[src/rtl/gmii_rx_mac.sv]
// gmii_rx_mac: GMII receive MAC that strips preamble/SFD, checks length and FCS, and streams DA..payload as AXIS
module gmii_rx_mac #(
  parameter int          MIN_FRAME   = 64,
  parameter int          MAX_FRAME   = 1518,
  parameter logic [31:0] CRC_RESIDUE = 32'hC704DD7B
) (
  input  logic       clk,
  input  logic       sresetn,
  input  logic [7:0] eth_rxd,
  input  logic       eth_rxdv,
  input  logic       eth_rxer,
  output logic       axis_o_tvalid,
  output logic [7:0] axis_o_tdata,
  output logic       axis_o_tlast,
  output logic       axis_o_tuser,
  output logic       frame_good,
  output logic       frame_bad
);
  typedef enum logic [1:0] {IDLE, PRE, DATA, DROP} state_t;

  localparam logic [10:0] MIN_N   = 11'(MIN_FRAME);
  localparam logic [10:0] GIANT_N = 11'(MAX_FRAME - 1);
  localparam logic [10:0] LAG_N   = 11'd5;

  state_t          state;
  logic [4:0][7:0] sr;
  logic [10:0]     n;
  logic [31:0]     crc;
  logic            rxer_seen;
  logic            bad_frame;

  // Ethernet CRC-32 kept in non-reflected form (bits fed LSB first), so a good frame leaves 32'hC704DD7B
  function automatic logic [31:0] crc32_byte(input logic [31:0] c, input logic [7:0] d);
    logic [31:0] r;
    r = c;
    for (int i = 0; i < 8; i++)
      r = {r[30:0], 1'b0} ^ ((r[31] ^ d[i]) ? 32'h04C11DB7 : 32'h0);
    return r;
  endfunction

  assign bad_frame = rxer_seen | (n < MIN_N) | (crc != CRC_RESIDUE);

  // Frame FSM: four-byte FCS hidden by a five-byte delay line, all outputs registered
  always_ff @(posedge clk) begin
    if (!sresetn) begin
      state         <= DROP;
      sr            <= '0;
      n             <= '0;
      crc           <= '1;
      rxer_seen     <= 1'b0;
      axis_o_tvalid <= 1'b0;
      axis_o_tdata  <= '0;
      axis_o_tlast  <= 1'b0;
      axis_o_tuser  <= 1'b0;
      frame_good    <= 1'b0;
      frame_bad     <= 1'b0;
    end else begin
      axis_o_tvalid <= 1'b0;
      axis_o_tlast  <= 1'b0;
      axis_o_tuser  <= 1'b0;
      frame_good    <= 1'b0;
      frame_bad     <= 1'b0;
      case (state)
        IDLE, PRE: begin
          n         <= '0;
          crc       <= '1;
          rxer_seen <= 1'b0;
          if (!eth_rxdv)
            state <= IDLE;
          else if (eth_rxd == 8'hD5)
            state <= DATA;
          else if (eth_rxd == 8'h55)
            state <= PRE;
          else begin
            state     <= DROP;
            frame_bad <= (state == PRE);
          end
        end
        DATA: begin
          if (eth_rxdv) begin
            sr  <= {sr[3:0], eth_rxd};
            n   <= (n == '1) ? n : n + 11'd1;
            crc <= crc32_byte(crc, eth_rxd);
            if (eth_rxer)
              rxer_seen <= 1'b1;
            if (n >= LAG_N) begin
              axis_o_tvalid <= 1'b1;
              axis_o_tdata  <= sr[4];
            end
            // the byte that brings the count to MAX_FRAME ends the frame as a giant
            if (n == GIANT_N) begin
              axis_o_tlast <= 1'b1;
              axis_o_tuser <= 1'b1;
              frame_bad    <= 1'b1;
              state        <= DROP;
            end
          end else begin
            state <= IDLE;
            if (n >= LAG_N) begin
              axis_o_tvalid <= 1'b1;
              axis_o_tdata  <= sr[4];
              axis_o_tlast  <= 1'b1;
              axis_o_tuser  <= bad_frame;
              frame_good    <= !bad_frame;
              frame_bad     <= bad_frame;
            end else
              frame_bad <= 1'b1;
          end
        end
        default: state <= eth_rxdv ? DROP : IDLE;
      endcase
    end
  end
endmodule

[config.mk]
export PLATFORM = sky130hd
export DESIGN_NAME = gmii_rx_mac
export DESIGN_NICKNAME = d
export VERILOG_FILES = /design/src/rtl/gmii_rx_mac.sv
export SDC_FILE = /design/constraint.sdc
export NUM_CORES = 1
export LEC_CHECK = 0
export ABC_AREA = 0
export BUFFER_PORTS_ARGS = -buffer_cell sky130_fd_sc_hd__buf_2
export CAP_MARGIN = 25
export CORE_ASPECT_RATIO = 0.9
export CORE_MARGIN = 2
export CORE_UTILIZATION = 59
export CTS_BUF_LIST = sky130_fd_sc_hd__clkbuf_16
export DETAILED_ROUTE_END_ITERATION = 10
export GPL_TIMING_DRIVEN = 0
export HOLD_SLACK_MARGIN = 0.06
export PLACE_DENSITY = 0.77
export SLEW_MARGIN = 0
export SYNTH_ARGS = -nofsm -noshare
export SYNTH_HDL_FRONTEND = slang
export SYNTH_SLANG_ARGS = --single-unit
[constraint.sdc]
create_clock -name clk -period 2.5 [get_ports clk]
set_clock_uncertainty 0.15 [all_clocks]
set_input_delay 0.125 -clock clk [delete_from_list [all_inputs] [get_ports clk]]
set_output_delay 0.125 -clock clk [all_outputs]
set_load 0.01 [all_outputs]
Word level (Yosys, flattened, before mapping) --
Cells that the tools add are included.
Word-level totals: register bits 99
Cells by class: add/subtract/negate cells 1, magnitude comparators 2, eq/ne operators 11, multiplexer cells 34, bitwise operators 21, reduce and logical (&&, ||, !) cells 11
Operators with widths (number):
- $xor 32x27->32 | 8
- $mux 27 | 8
- $pmux 32 s2 | 1
- $mux 32 | 1
- $ne 32x32->1 const B | 1
- $eq 11x11->1 const B | 2
- $mux 11 | 2
- $pmux 11 s2 | 1
- $mux 1 | 12
- $mux 2 | 6
- $add 11x1->11 const B | 1
- $ge 11x3->1 const B | 1
- $lt 11x7->1 const B | 1
- $eq 8x7->1 const B | 1
- $eq 8x8->1 const B | 1
- $reduce_and 2->1 | 4
- $xor 1x1->1 | 8
- $ne 2x2->1 const B | 3
- $reduce_and 3->1 | 2
- $pmux 1 s2 | 2
- $pmux 2 s2 | 1
- $reduce_or 4->1 | 1
- $ne 3x3->1 const B | 1
- $not 1->1 | 3
- 7 further kinds | 8

Depth between registers and ports, before layout --
depth in word-level cells 26, depth in mapped cells 7

Worst setup path after synthesis --
No wires, ideal clock.
kind reg2reg, from register crc[26], to register crc[6], library setup time 122 ps, arrival 1857 ps, required time 2228 ps, slack 372 ps, cell stages (with the launch flop) 6, buffers on the path 0, cell sequence dfxtp_1 xnor2_2 xor3_1 xnor2_1 or4_1 o311a_1
Between the ends: cells in the longest elaborated chain, start to end 12
Ends and longest elaborated chain:
- from (decl) | line 28 | logic [31:0] crc;
- from (signal assigned) | line 83 | crc <= crc32_byte(crc, eth_rxd);
- $xor 32x27->32 (5 in series) | line 37 | r = {r[30:0], 1'b0} ^ ((r[31] ^ d[i]) ? 32'h04C11DB7 : 32'h0);
- $xor 1x1->1 | line 37
- $mux 27 | line 37
- $xor 32x27->32 (3 in series) | line 37
- $mux 32 | line 80 | if (eth_rxdv) begin
- $pmux 32 s2 | line 63 | case (state)
No other way between the ends. The select of a mux whose other input is x is not followed. A chain may end at the register's enable or synchronous reset.

Final worst setup path --
from input eth_rxd[0], to register crc[6]
Between the ends: cells in the longest elaborated chain, start to end 14
Ends and longest elaborated chain:
- from (decl) | line 9 | input logic [7:0] eth_rxd,
- $xor 1x1->1 | line 37
- $mux 27 | line 37
- $xor 32x27->32 (6 in series) | line 37
- $xor 1x1->1 | line 37
- $mux 27 | line 37
- $xor 32x27->32 (2 in series) | line 37
- $mux 32 | line 80
- $pmux 32 s2 | line 63
No other way between the ends. The select of a mux whose other input is x is not followed.

==> key figures <==
Logic synthesis
  – Synth async-reset ratio: 0
  – Xor/xnor share of the synthesized area: 0.188
  – Multiplexer share of the synthesized area: 0.0171
  – FF+latch count, synth: 99
  – Syn Nets: 518
  – Synth top area cells: dfxtp_1 (42%), nand2_1 (10%), xnor2_1 (7.3%)
  – Synth Flop Type: dfxtp_1
  – Synth Instances: 504
  – Synthesized-area fraction occupied by adder cells: 0.00536
  – Main combinational cell family by area after synthesis: simple AND/OR/NAND/NOR gates
  – Netlist Area Pre-Place: 0.00467 mm^2
  – Cell taking the most area after synthesis: dfxtp_1
  – Synthesized area per cell: 9.27 um^2
  – Post-synthesis sequential area ratio: 0.424
  – Yosys cell types: 50
  – Post-synth EDFFs: 0
  – Syn. warnings: 0
  – Synth top area share: 0.424
  – Simple-Gate Fraction of Synth Area: 0.193
  – Synth Area in Compound Gates: 0.147

Cells and area
  – Final Non-Filler Cells: 650
  – Synthesis-to-finish area growth: 14.3%
  – Diodes inserted: 0
  – Design area: 0.00534 mm^2
  – Most frequent cells in the layout: nand2_1 (125), dfxtp_1 (99), xnor2_1 (39)
  – Commonest non-fill, non-tap cell in the layout: nand2_1
  – Nets: 563
  – Share of cells above drive strength 1: 0.0993

Setup path
  – Crit path cell chain: dlygate4sd3_1 > buf_2 > xnor2_4 > xor3_1 > xnor2_1 > or4_1 > o311a_1
  – CP startpoint kind: input port
  – Setup crit end kind: register
  – Max incr delay on CP: 0.58 ns
  – Crit path max fanout: 7
  – Crit Path Category: input port to register
  – CP arrival: 2.51 ns
  – Worst Path Buf+Inv: 2
  – Largest delay share family, worst path: XOR/XNOR gates
  – Worst Path Required: 2.58 ns
  – Slowest cell on the critical path: xor3_1

Timing
  – Final setup viols: 0
  – Period utilisation layout: 0.969
  – Fin Setup TNS: 0 ns
  – Worst Max-Slew Pin Slew: 0.916 ns
  – Fin. max-slew vios: 0
  – Relative slew slack: 0.387
  – Hold Slack: 0.0905 ns
  – RSZ-0062 raised after global routing: no
  – Fmax: 0.413 GHz
  – Hold Fails Final Rpt: 0
  – Minimum clock period: 2.42 ns

Power and ir drop
  – Static leakage: 2.01 nW
  – VDD IR max: 0.000368 V
  – PD cells: 712 mW/mm^2

Placement
  – Placed Cells: 624
  – Port Buffers: 24
  – RD Place Congestion: 0.903
  – Placed Area: 0.00491 mm^2
  – DP HPWL: 7270 um

Global routing
  – First-pass GRT wire length: 17000 um
  – Vias in the first global route: 3502
  – Initial antenna violation count: 0
  – GRT overflow: 0
  – Largest net degree at the start of global routing: 18
  – Total GRT Usage: 0.251

Clock network
  – Root Driver: clkbuf_16
  – Longest Clk Path Bufs: 2
  – CTS tree: built
  – H-tree lvl count: 3
  – Clock slew at reported path FFs: 0.07 ns
  – Clock sink total: 99
  – Clock latency on the worst-skew pair: 0.34 ns
  – Setup Buffers After CTS: 0
  – Cts bufs inserted: 9

Flow run
  – Max-cap violations: 0

Floorplanning
  – FP Rows: 30
  – Width of the chip: 97.8 um
  – Initial Util: 0.613
  – Die area: 0.00865 mm^2
  – Core ar.: 0.00762 mm^2
  – Top-Level Pins: 25
  – Die Ht: 88.4 um

Routing
  – Iteration count of the initial detailed-routing pass: 4
  – DRT antenna net count: 0
  – DR vias: 3669
  – Vias per inst: 5.64
  – Initial drt markers: 148
  – DRT Wirelength: 10200 um
  – Post-route DRC: 0
  – Drt wl/cell: 15.8 um

Status
  – Status: completed

Min path
  – Hold/Removal Path Class: input port to register
[through the flow]
stage                     utilization  power [W]  setup slack, ns
after global placement          0.644    0.00230            0.183
after CTS                       0.700    0.00381           0.0979
final                           0.700    0.00380           0.0774
after detailed placement        0.644    0.00231            0.119
after global routing            0.700    0.00394           0.0127
after floorplan                     -    0.00218            0.372
[cell type report]
cell class,instances,area (um^2)
multi-input combinational,374,2570
fill,591,2280
sequential,99,1980
clock buffer,9,225
timing repair buffer,34,220
tap,96,120
buffer,28,106
clock inverter,7,97.6
inverter,3,11.3
[sequential cells by signal (all words and copies together), names as in the netlist]
register,flops
axis_o_tuser,1
axis_o_tdata,8
crc,32
frame_good,1
n,11
axis_o_tvalid,1
sr,40
rxer_seen,1
axis_o_tlast,1
state,2
frame_bad,1
[worst min-delay path, stage by stage]
cell and delay, ns:
buf_2 0.12, nand2_1 0.15, o311a_1 0.16
[worst paths after layout]
path	from	to	slack [ns]	cells past startpoint
worst min register to register	sr[29]	sr[37]	0.31	2
worst max register to register	crc[26]	crc[6]	0.08	5
worst min-delay path	sresetn	crc[6]	0.09	3
worst max-delay path	eth_rxd[0]	crc[6]	0.08	7
[where the power goes]
part / total, W / internal [W] / switching [W]
Sequential: 0.00166 / 0.00162 / 0.0000414
Clock: 0.00150 / 0.000882 / 0.000615
Combinational: 0.000649 / 0.000305 / 0.000344
Total: 0.00380 / 0.00280 / 0.00100
[cells by family (layout without fill, tap and decap cells)]
| group | after synthesis | after routing |
|---|---|---|
| AO/OA/AOI/OAI | 94 | 94 |
| XOR/XNOR | 74 | 74 |
| adder cells (fa/ha/maj) | 2 | 2 |
| buffers and inverters | 31 | 81 |
| flip-flops | 99 | 99 |
| multiplexers | 8 | 8 |
| AND/OR/NAND/NOR | 196 | 196 |
[repair_timing]
| action | in CTS | in global routing |
|---|---|---|
| hold buffers | 10 | 0 |
| setup endpoints to repair | 0 | 1 |
| gates resized for setup | 0 | 1 |
| hold endpoints to repair | 15 | 0 |
[metal layers]
layer | GRT usage | vias to the layer above | part of all wire
li1 | - | 1805 | -
met2 | 0.416 | 100 | 0.47
met1 | 0.329 | 1743 | 0.46
met4 | 0.0758 | 0 | 0.017
met3 | 0.0640 | 21 | 0.050
met5 | 0 | - | 0
[synthesized netlist by cell type (all sizes together), types with 2 or more instances]
master  count
nand2     125
o21ai       5
nor2b      10
inv         3
xor3        5
nand2b      3
xor2       20
a211oi      4
nor4        3
or4b        2
a21oi       7
and3        3
nor2       14
o211ai     23
o22ai       6
and2        4
xnor3       2
nor3b       2
nor3        6
nand3       6
mux2i       8
a21boi     42
dfxtp      99
nand4b      2
xnor2      47
o311a       2
ha          2
or4         3
clkbuf     27
nand4       5
No activity file was read; power rests on OpenSTA's default activity.
